## config.mk

```make
export PLATFORM = sky130hd
export DESIGN_NAME = cam_frame_capture_flat
export DESIGN_NICKNAME = d
export VERILOG_FILES = /design/src/rtl/cam_frame_capture_if.sv /design/src/rtl/cam_frame_capture.sv /design/src/flat_wrapper.sv
export SDC_FILE = /design/constraint.sdc
export NUM_CORES = 1
export LEC_CHECK = 0
export CORE_ASPECT_RATIO = 1.25
export CORE_MARGIN = 3
export CORE_UTILIZATION = 30
export DETAILED_ROUTE_END_ITERATION = 10
export GPL_ROUTABILITY_DRIVEN = 0
export HOLD_SLACK_MARGIN = 0.03
export PLACE_DENSITY = 0.51
export RECOVER_POWER = 100
export SYNTH_ARGS = -nofsm -noshare
export SYNTH_HDL_FRONTEND = slang
export SYNTH_SLANG_ARGS = --single-unit
```

## constraint.sdc

```tcl
create_clock -name sys_clk -period 2.9 [get_ports sys_clk]
set_clock_uncertainty 0.05 [all_clocks]
set_input_delay 0.87 -clock sys_clk [delete_from_list [all_inputs] [get_ports sys_clk]]
set_output_delay 0.87 -clock sys_clk [all_outputs]
set_load 0.05 [all_outputs]
```

## src/rtl/cam_frame_capture_if.sv

```systemverilog
// Camera input bus, capture control and frame-buffer write port for cam_frame_capture.
// CAPTURE_TESTPAT_EN adds the testpat select line.
`timescale 1ns/1ps
interface cam_frame_capture_if #(
  parameter int ADDR_W = 17
) ();
  logic              capture_en;
  logic              cam_pclk;
  logic              cam_vsync;
  logic              cam_href;
  logic [7:0]        cam_data;
`ifdef CAPTURE_TESTPAT_EN
  logic              testpat;
`endif
  logic              wr_en;
  logic [ADDR_W-1:0] wr_addr;
  logic [11:0]       wr_data;
  logic              ready_display;
  logic              frame_done;
  logic              frame_error;

  modport master (
`ifdef CAPTURE_TESTPAT_EN
    input  testpat,
`endif
    input  capture_en, cam_pclk, cam_vsync, cam_href, cam_data,
    output wr_en, wr_addr, wr_data, ready_display, frame_done, frame_error
  );

  modport slave (
`ifdef CAPTURE_TESTPAT_EN
    output testpat,
`endif
    output capture_en, cam_pclk, cam_vsync, cam_href, cam_data,
    input  wr_en, wr_addr, wr_data, ready_display, frame_done, frame_error
  );
endinterface

```

## src/rtl/cam_frame_capture.sv

```systemverilog
// OV7670-style RGB444 capture into a linear frame buffer, with optional 2:1 decimation.
// Define CAPTURE_TESTPAT_EN to add a vertical colour-bar test pattern on testpat.
`timescale 1ns/1ps
module cam_frame_capture #(
  parameter int H_RES    = 320,
  parameter int V_RES    = 240,
  parameter int ADDR_W   = 17,
  parameter int DECIMATE = 1
) (
  input logic sys_clk,
  input logic reset,
  cam_frame_capture_if.master bus
);
  localparam logic [ADDR_W-1:0] TOTAL = ADDR_W'(H_RES * V_RES);

  typedef enum logic [1:0] {
    WAIT_VS = 2'd0,
    ARMED   = 2'd1,
    ACTIVE  = 2'd2
  } state_t;

  state_t            state_r, state_s;
  logic [2:0]        pclk_sync_r, vsync_sync_r;
  logic [1:0]        href_sync_r;
  logic [7:0]        data_q1_r, data_q2_r;
  logic              href_prev_r, phase_r, ovf_r;
  logic [3:0]        red_r;
  logic [15:0]       col_r, line_r;
  logic [ADDR_W-1:0] addr_cnt_r, wr_addr_r;
  logic [11:0]       wr_data_r, pix_data_s;
  logic              wr_en_r, ready_r, done_r, err_r;
  logic              pclk_rise_s, vs_rise_s, vs_fall_s, start_s, end_s;
  logic              byte_s, eff_phase_s, pixel_s, keep_s, href_fall_s, err_s;

  // Two-flop synchronisers; bit 2 of pclk/vsync is the edge-detect tap
  always_ff @(posedge sys_clk or negedge reset) begin
    if (!reset) begin
      pclk_sync_r  <= 3'd0;
      vsync_sync_r <= 3'd0;
      href_sync_r  <= 2'd0;
      data_q1_r    <= 8'd0;
      data_q2_r    <= 8'd0;
      href_prev_r  <= 1'b0;
    end else begin
      pclk_sync_r  <= {pclk_sync_r[1:0], bus.cam_pclk};
      vsync_sync_r <= {vsync_sync_r[1:0], bus.cam_vsync};
      href_sync_r  <= {href_sync_r[0], bus.cam_href};
      data_q1_r    <= bus.cam_data;
      data_q2_r    <= data_q1_r;
      if (pclk_rise_s) begin
        href_prev_r <= href_sync_r[1];
      end
    end
  end

  // FSM state register
  always_ff @(posedge sys_clk or negedge reset) begin
    if (!reset) begin
      state_r <= WAIT_VS;
    end else begin
      state_r <= state_s;
    end
  end

  // Next state plus per-cycle byte/pixel/frame event decode
  always_comb begin
    state_s     = state_r;
    start_s     = 1'b0;
    end_s       = 1'b0;
    pclk_rise_s = pclk_sync_r[1] & ~pclk_sync_r[2];
    vs_rise_s   = vsync_sync_r[1] & ~vsync_sync_r[2];
    vs_fall_s   = ~vsync_sync_r[1] & vsync_sync_r[2];
    case (state_r)
      WAIT_VS: begin
        if (vsync_sync_r[1]) state_s = ARMED;
        else                 state_s = WAIT_VS;
      end
      ARMED: begin
        if (vs_fall_s && bus.capture_en) begin
          state_s = ACTIVE;
          start_s = 1'b1;
        end else begin
          state_s = ARMED;
        end
      end
      ACTIVE: begin
        if (vs_rise_s) begin
          state_s = ARMED;
          end_s   = 1'b1;
        end else begin
          state_s = ACTIVE;
        end
      end
      default: state_s = WAIT_VS;
    endcase
    byte_s      = (state_r == ACTIVE) & pclk_rise_s & href_sync_r[1];
    href_fall_s = (state_r == ACTIVE) & pclk_rise_s & ~href_sync_r[1] & href_prev_r;
    // The first byte after href rises is always phase 0
    eff_phase_s = href_prev_r & phase_r;
    pixel_s     = byte_s & eff_phase_s;
    keep_s      = pixel_s & ((DECIMATE == 0) | (~col_r[0] & ~line_r[0]));
    err_s       = (addr_cnt_r != TOTAL) | ovf_r;
  end

`ifdef CAPTURE_TESTPAT_EN
  localparam int BAR_WIDTH = (H_RES / 8 > 0) ? (H_RES / 8) : 1;
  logic [15:0] col_idx_s, bar_full_s;
  logic [2:0]  bar_s;

  // Colour-bar generator indexed by stored column
  always_comb begin
    col_idx_s  = (DECIMATE != 0) ? {1'b0, col_r[15:1]} : col_r;
    bar_full_s = col_idx_s / 16'(BAR_WIDTH);
    if (bar_full_s > 16'd7) bar_s = 3'd7;
    else                    bar_s = bar_full_s[2:0];
    if (bus.testpat) pix_data_s = {{4{bar_s[2]}}, {4{bar_s[1]}}, {4{bar_s[0]}}};
    else             pix_data_s = {red_r, data_q2_r};
  end
`else
  assign pix_data_s = {red_r, data_q2_r};
`endif

  // Byte assembly, line/column counting, write strobe and frame status
  always_ff @(posedge sys_clk or negedge reset) begin
    if (!reset) begin
      phase_r    <= 1'b0;
      red_r      <= 4'd0;
      col_r      <= 16'd0;
      line_r     <= 16'd0;
      addr_cnt_r <= '0;
      ovf_r      <= 1'b0;
      wr_en_r    <= 1'b0;
      wr_addr_r  <= '0;
      wr_data_r  <= 12'd0;
      ready_r    <= 1'b0;
      done_r     <= 1'b0;
      err_r      <= 1'b0;
    end else begin
      wr_en_r <= 1'b0;
      done_r  <= 1'b0;
      err_r   <= 1'b0;
      if (start_s) begin
        phase_r    <= 1'b0;
        col_r      <= 16'd0;
        line_r     <= 16'd0;
        addr_cnt_r <= '0;
        ovf_r      <= 1'b0;
      end else begin
        if (byte_s) begin
          if (!eff_phase_s) begin
            red_r   <= data_q2_r[3:0];
            phase_r <= 1'b1;
            if (!href_prev_r) col_r <= 16'd0;
          end else begin
            phase_r <= 1'b0;
            col_r   <= col_r + 16'd1;
          end
        end
        if (href_fall_s) line_r <= line_r + 16'd1;
        // Once the buffer is full, kept pixels are dropped and remembered as overflow
        if (keep_s) begin
          if (addr_cnt_r != TOTAL) begin
            wr_en_r    <= 1'b1;
            wr_addr_r  <= addr_cnt_r;
            wr_data_r  <= pix_data_s;
            addr_cnt_r <= addr_cnt_r + ADDR_W'(1);
          end else begin
            ovf_r <= 1'b1;
          end
        end
        if (end_s) begin
          done_r  <= 1'b1;
          err_r   <= err_s;
          ready_r <= ready_r | ~err_s;
        end
      end
    end
  end

  assign bus.wr_en         = wr_en_r;
  assign bus.wr_addr       = wr_addr_r;
  assign bus.wr_data       = wr_data_r;
  assign bus.ready_display = ready_r;
  assign bus.frame_done    = done_r;
  assign bus.frame_error   = err_r;
endmodule
```

## src/flat_wrapper.sv

```systemverilog
// flat-port wrapper written by rule: the top's interface ports become plain ports
module cam_frame_capture_flat 
#(
  parameter int H_RES    = 320,
  parameter int V_RES    = 240,
  parameter int ADDR_W   = 17,
  parameter int DECIMATE = 1
)
  (sys_clk, reset, bus_capture_en, bus_cam_pclk, bus_cam_vsync, bus_cam_href, bus_cam_data, bus_wr_en, bus_wr_addr, bus_wr_data, bus_ready_display, bus_frame_done, bus_frame_error);
  cam_frame_capture_if #(.ADDR_W(ADDR_W)) bus_i ();
  input logic sys_clk;
  input logic reset;
  input wire logic [$bits(bus_i.capture_en)-1:0] bus_capture_en;
  input wire logic [$bits(bus_i.cam_pclk)-1:0] bus_cam_pclk;
  input wire logic [$bits(bus_i.cam_vsync)-1:0] bus_cam_vsync;
  input wire logic [$bits(bus_i.cam_href)-1:0] bus_cam_href;
  input wire logic [$bits(bus_i.cam_data)-1:0] bus_cam_data;
  output wire logic [$bits(bus_i.wr_en)-1:0] bus_wr_en;
  output wire logic [$bits(bus_i.wr_addr)-1:0] bus_wr_addr;
  output wire logic [$bits(bus_i.wr_data)-1:0] bus_wr_data;
  output wire logic [$bits(bus_i.ready_display)-1:0] bus_ready_display;
  output wire logic [$bits(bus_i.frame_done)-1:0] bus_frame_done;
  output wire logic [$bits(bus_i.frame_error)-1:0] bus_frame_error;
  assign bus_i.capture_en = bus_capture_en;
  assign bus_i.cam_pclk = bus_cam_pclk;
  assign bus_i.cam_vsync = bus_cam_vsync;
  assign bus_i.cam_href = bus_cam_href;
  assign bus_i.cam_data = bus_cam_data;
  assign bus_wr_en = bus_i.wr_en;
  assign bus_wr_addr = bus_i.wr_addr;
  assign bus_wr_data = bus_i.wr_data;
  assign bus_ready_display = bus_i.ready_display;
  assign bus_frame_done = bus_i.frame_done;
  assign bus_frame_error = bus_i.frame_error;
  cam_frame_capture #(.H_RES(H_RES), .V_RES(V_RES), .ADDR_W(ADDR_W), .DECIMATE(DECIMATE)) u_core (.sys_clk(sys_clk), .reset(reset), .bus(bus_i));
endmodule
```

==> summary.md <==
| Metric | Value |
|---|---|
| Final hold viol count | `0` |
| Vias per cell | `4.97` |
| Share of cells above drive strength 1 | `15.3%` |
| # diodes | `0` |
| Number of port buffers | `46` |
| Critical Path Stages | `1` |
| Register bit total from synthesis | `85` |
| Max Fanout on Critical Path | `2` |
| Die width | `101 µm` |
| Area delta synth->final | `25.6%` |
| Slowest-stage cell, CP | `dlygate4sd3_1` |
| Sequential share of the synthesized area | `63.1%` |
| Slew margin rel. | `36.4%` |
| Final setup margin | `0.399 ns` |
| Die area | `0.0126 mm²` |
| FF+latch area | `0.00213 mm²` |
| Clock Sinks | `85` |
| Largest net degree at the start of global routing | `38` |
| Top Family by Delay on Critical Path | `buffers and inverters` |
| Largest area contributor in the netlist | `dfrtp_1` |
| FMAX | `0.400 GHz` |
| Pint | `1.91 mW` |
| Total of max-cap violations | `0` |
| WL/cell | `14.4 µm` |
| Post-route minimum period | `2.50 ns` |
| CORE AREA | `0.0108 mm²` |
| Die Height | `125 µm` |
| WS Path Type | `reg -> out` |
| Data required, critical path | `1.98 ns` |
| Cells after Synth | `258` |
| Placement Rows | `42` |
| Outcome | `complete, no violations` |
| Routed vias | `2216` |
| Fill cell count | `1050` |
| CP bufs+invs | `1` |
| CP arrival | `1.58 ns` |
| H-tree Lvls | `3` |
| Simple-gate share of the synthesized area | `14.6%` |
| Cell area power density | `582 mW/mm²` |
| Net Count, Synth | `274` |
| Setup-failing EPs final | `0` |
| Post-synthesis share of cell area spent on xor and xnor gates | `0.260%` |
| Worst hold path class | `reg -> reg` |
| Setup slack at placement | `0.585 ns` |
| Clock Pin Slew Worst Setup and Hold Paths | `0.06 ns` |
| Combinational fraction of design power | `4.7%` |
| TritonCTS clock tree | `built` |
| Critical R2R Launch | `u_core.addr_cnt_r[12]` |
| RSZ-0062 raised after global routing | `no` |
| Synth area leaders | `dfrtp_1 (63%), mux2_2 (8.0%), or4_1 (3.3%)` |
| CP startpoint | `u_core.bus.wr_addr[15]` |
| GRT Resource Usage Total | `10.8%` |
| Final Total Pwr | `2.47 mW` |
| Post-Place Cells | `430` |
| Fin area | `0.00424 mm²` |
| Post-route insts no fill | `446` |
| Post-synth ARST share | `100%` |
| Mux share of post-synthesis cell area | `11.0%` |
| Setup tns final | `0 ns` |
| R2r endpoint | `u_core.bus.wr_addr[6]` |
| Remaining global-route overflow | `0` |
| Main combinational cell family by area after synthesis | `simple AND/OR/NAND/NOR gates` |
| Max stage delay on crit path | `0.89 ns` |
| Post-DP HPWL | `4.23 mm` |
| Switching portion of total power | `22.5%` |
| Most numerous cell in the Yosys netlist | `dfrtp_1` |
| Complex-gate fraction of the synthesized area | `7.72%` |
| Adder-cell share of the synthesized area | `0.742%` |
| Slew @ Worst Pin | `0.955 ns` |
| FF-to-FF path depth | `5` |
| I/O pin total | `47` |
| NetSw | `0.554 mW` |
| Yosys warns | `0` |
| Detailed-route DRC error count | `0` |
| Number of DRC markers in iteration 0 | `54` |
| Clock Latency Late Sink | `0.34 ns` |
| Area of the multi-input gates | `0.00114 mm²` |
| Yosys top cell area share | `63.1%` |
| Root Buffer | `clkbuf_16` |
| Cts bufs inserted | `9` |
| # nets final | `325` |
| Initial antenna violation count | `0` |
| Commonest cells in the netlist | `dfrtp_1 (85), mux2_2 (24), a21oi_1 (19)` |
| Post-CTS Repair Setup Buffers | `0` |
| Worst Setup EP | `bus_wr_addr[15]` |
| Period utilization | `86.2%` |
| Startpoint type of the worst setup path | `flip-flop` |
| Avg Cell Area, Syn | `13.1 µm²` |
| Pleak | `2.01 nW` |
| Placed Instance Area | `0.00401 mm²` |
| DRT antenna net count | `0` |
| Drt pass-1 iters | `4` |
| Final slew viol count | `0` |
| EDFF count, synth | `0` |
| Main synth FF type | `dfrtp_1` |
| VDD IR max | `0.277 mV` |
| Post-cts resize count | `0` |
| Mapped Area | `0.00337 mm²` |
| Vias in the first global route | `2133` |
| Longest Clk Path Bufs | `2` |
| First-pass GRT wire length | `10.7 mm` |
| Flop pwr share | `51.8%` |
| # hold bufs at CTS | `0` |
| CP Capture Type | `primary output` |
| Initial Util | `31.3%` |
| FF-to-FF setup slack | `0.54 ns` |
| WL final | `6.42 mm` |
| Power share of the clock group | `43.5%` |
| Post-synth cell types | `37` |
| Crit path cell chain | `dlygate4sd3_1` |
[through the flow]
step           hold WS [ns]  util, %
3_5_place_dp          0.285     37.2
2_1_floorplan         0.281        -
5_1_grt               0.302     39.3
6_report              0.296     39.3
3_3_place_gp          0.282     37.2
4_1_cts               0.298     39.8
[power groups by stage]
stage	Clock (mW)	Combinational, mW	Sequential (mW)
floorplan	0	0.0640	1.29
detailed placement	0	0.131	1.30
CTS	1.12	0.132	1.28
global route	1.16	0.134	1.29
global placement	0	0.128	1.30
finish	1.07	0.116	1.28
[how the worst min path moves through the flow]
stage	startpoint	to	slack, ns	depth (start not counted)
4_1_cts	u_core.vsync_sync_r[0]	u_core.vsync_sync_r[1]	0.30	0
3_5_place_dp	u_core.data_q1_r[3]	u_core.data_q2_r[3]	0.28	0
6_report	u_core.data_q1_r[1]	u_core.data_q2_r[1]	0.30	0
2_1_floorplan	u_core.data_q1_r[0]	u_core.data_q2_r[0]	0.28	0
5_1_grt	u_core.data_q1_r[5]	u_core.data_q2_r[5]	0.30	0
3_3_place_gp	u_core.data_q1_r[1]	u_core.data_q2_r[1]	0.28	0
[cell families after synthesis]
| logic type | count (synthesis) |
|---|---|
| muxes | 33 |
| buffers and inverters | 19 |
| AOI/OAI and AO/OA | 44 |
| adders and majority gates | 2 |
| DFF | 85 |
| and+or+nand+nor | 74 |
| xor gates and xnor gates | 1 |
[layout make-up]
type	instances	area share (%)
Sequential cell	85	50.2
Multi-Input combinational cell	154	27.0
Timing Repair Buffer	55	12.0
Clock buffer	12	6.06
Tap cell	132	3.90
Clock inverter	4	0.532
Inverter	4	0.355
[state kept, by name (all words and copies together), names as in the netlist]
register and cells:
u_core.addr_cnt_r 17, u_core.bus.wr_addr 17, u_core.bus.wr_data 12, u_core.data_q1_r 8, u_core.data_q2_r 8, u_core.red_r 4, u_core.pclk_sync_r 3, u_core.vsync_sync_r 3
u_core.href_sync_r 2, u_core.state_r 2, u_core.bus.frame_done 1, u_core.bus.frame_error 1, u_core.bus.ready_display 1, u_core.bus.wr_en 1, u_core.col_r 1, u_core.href_prev_r 1
u_core.line_r 1, u_core.ovf_r 1, u_core.phase_r 1
[metal layers]
metal	GRT usage, %	share of wire, %
met5	0	0
met4	4.76	2.0
met3	3.08	4.9
met2	17.1	49
met1	13.6	44
[cells in the final DEF, fill, tap and decap left out, types with 9 or more instances in the layout]
cell type      instances
dfrtp_1               85
dlygate4sd3_1         45
mux2_2                24
a21oi_1               19
or4_1                 15
o31ai_1               13
nand2_1                9
o21ai_0                9
clkbuf_16              9
(Power assumes the default switching activity.)
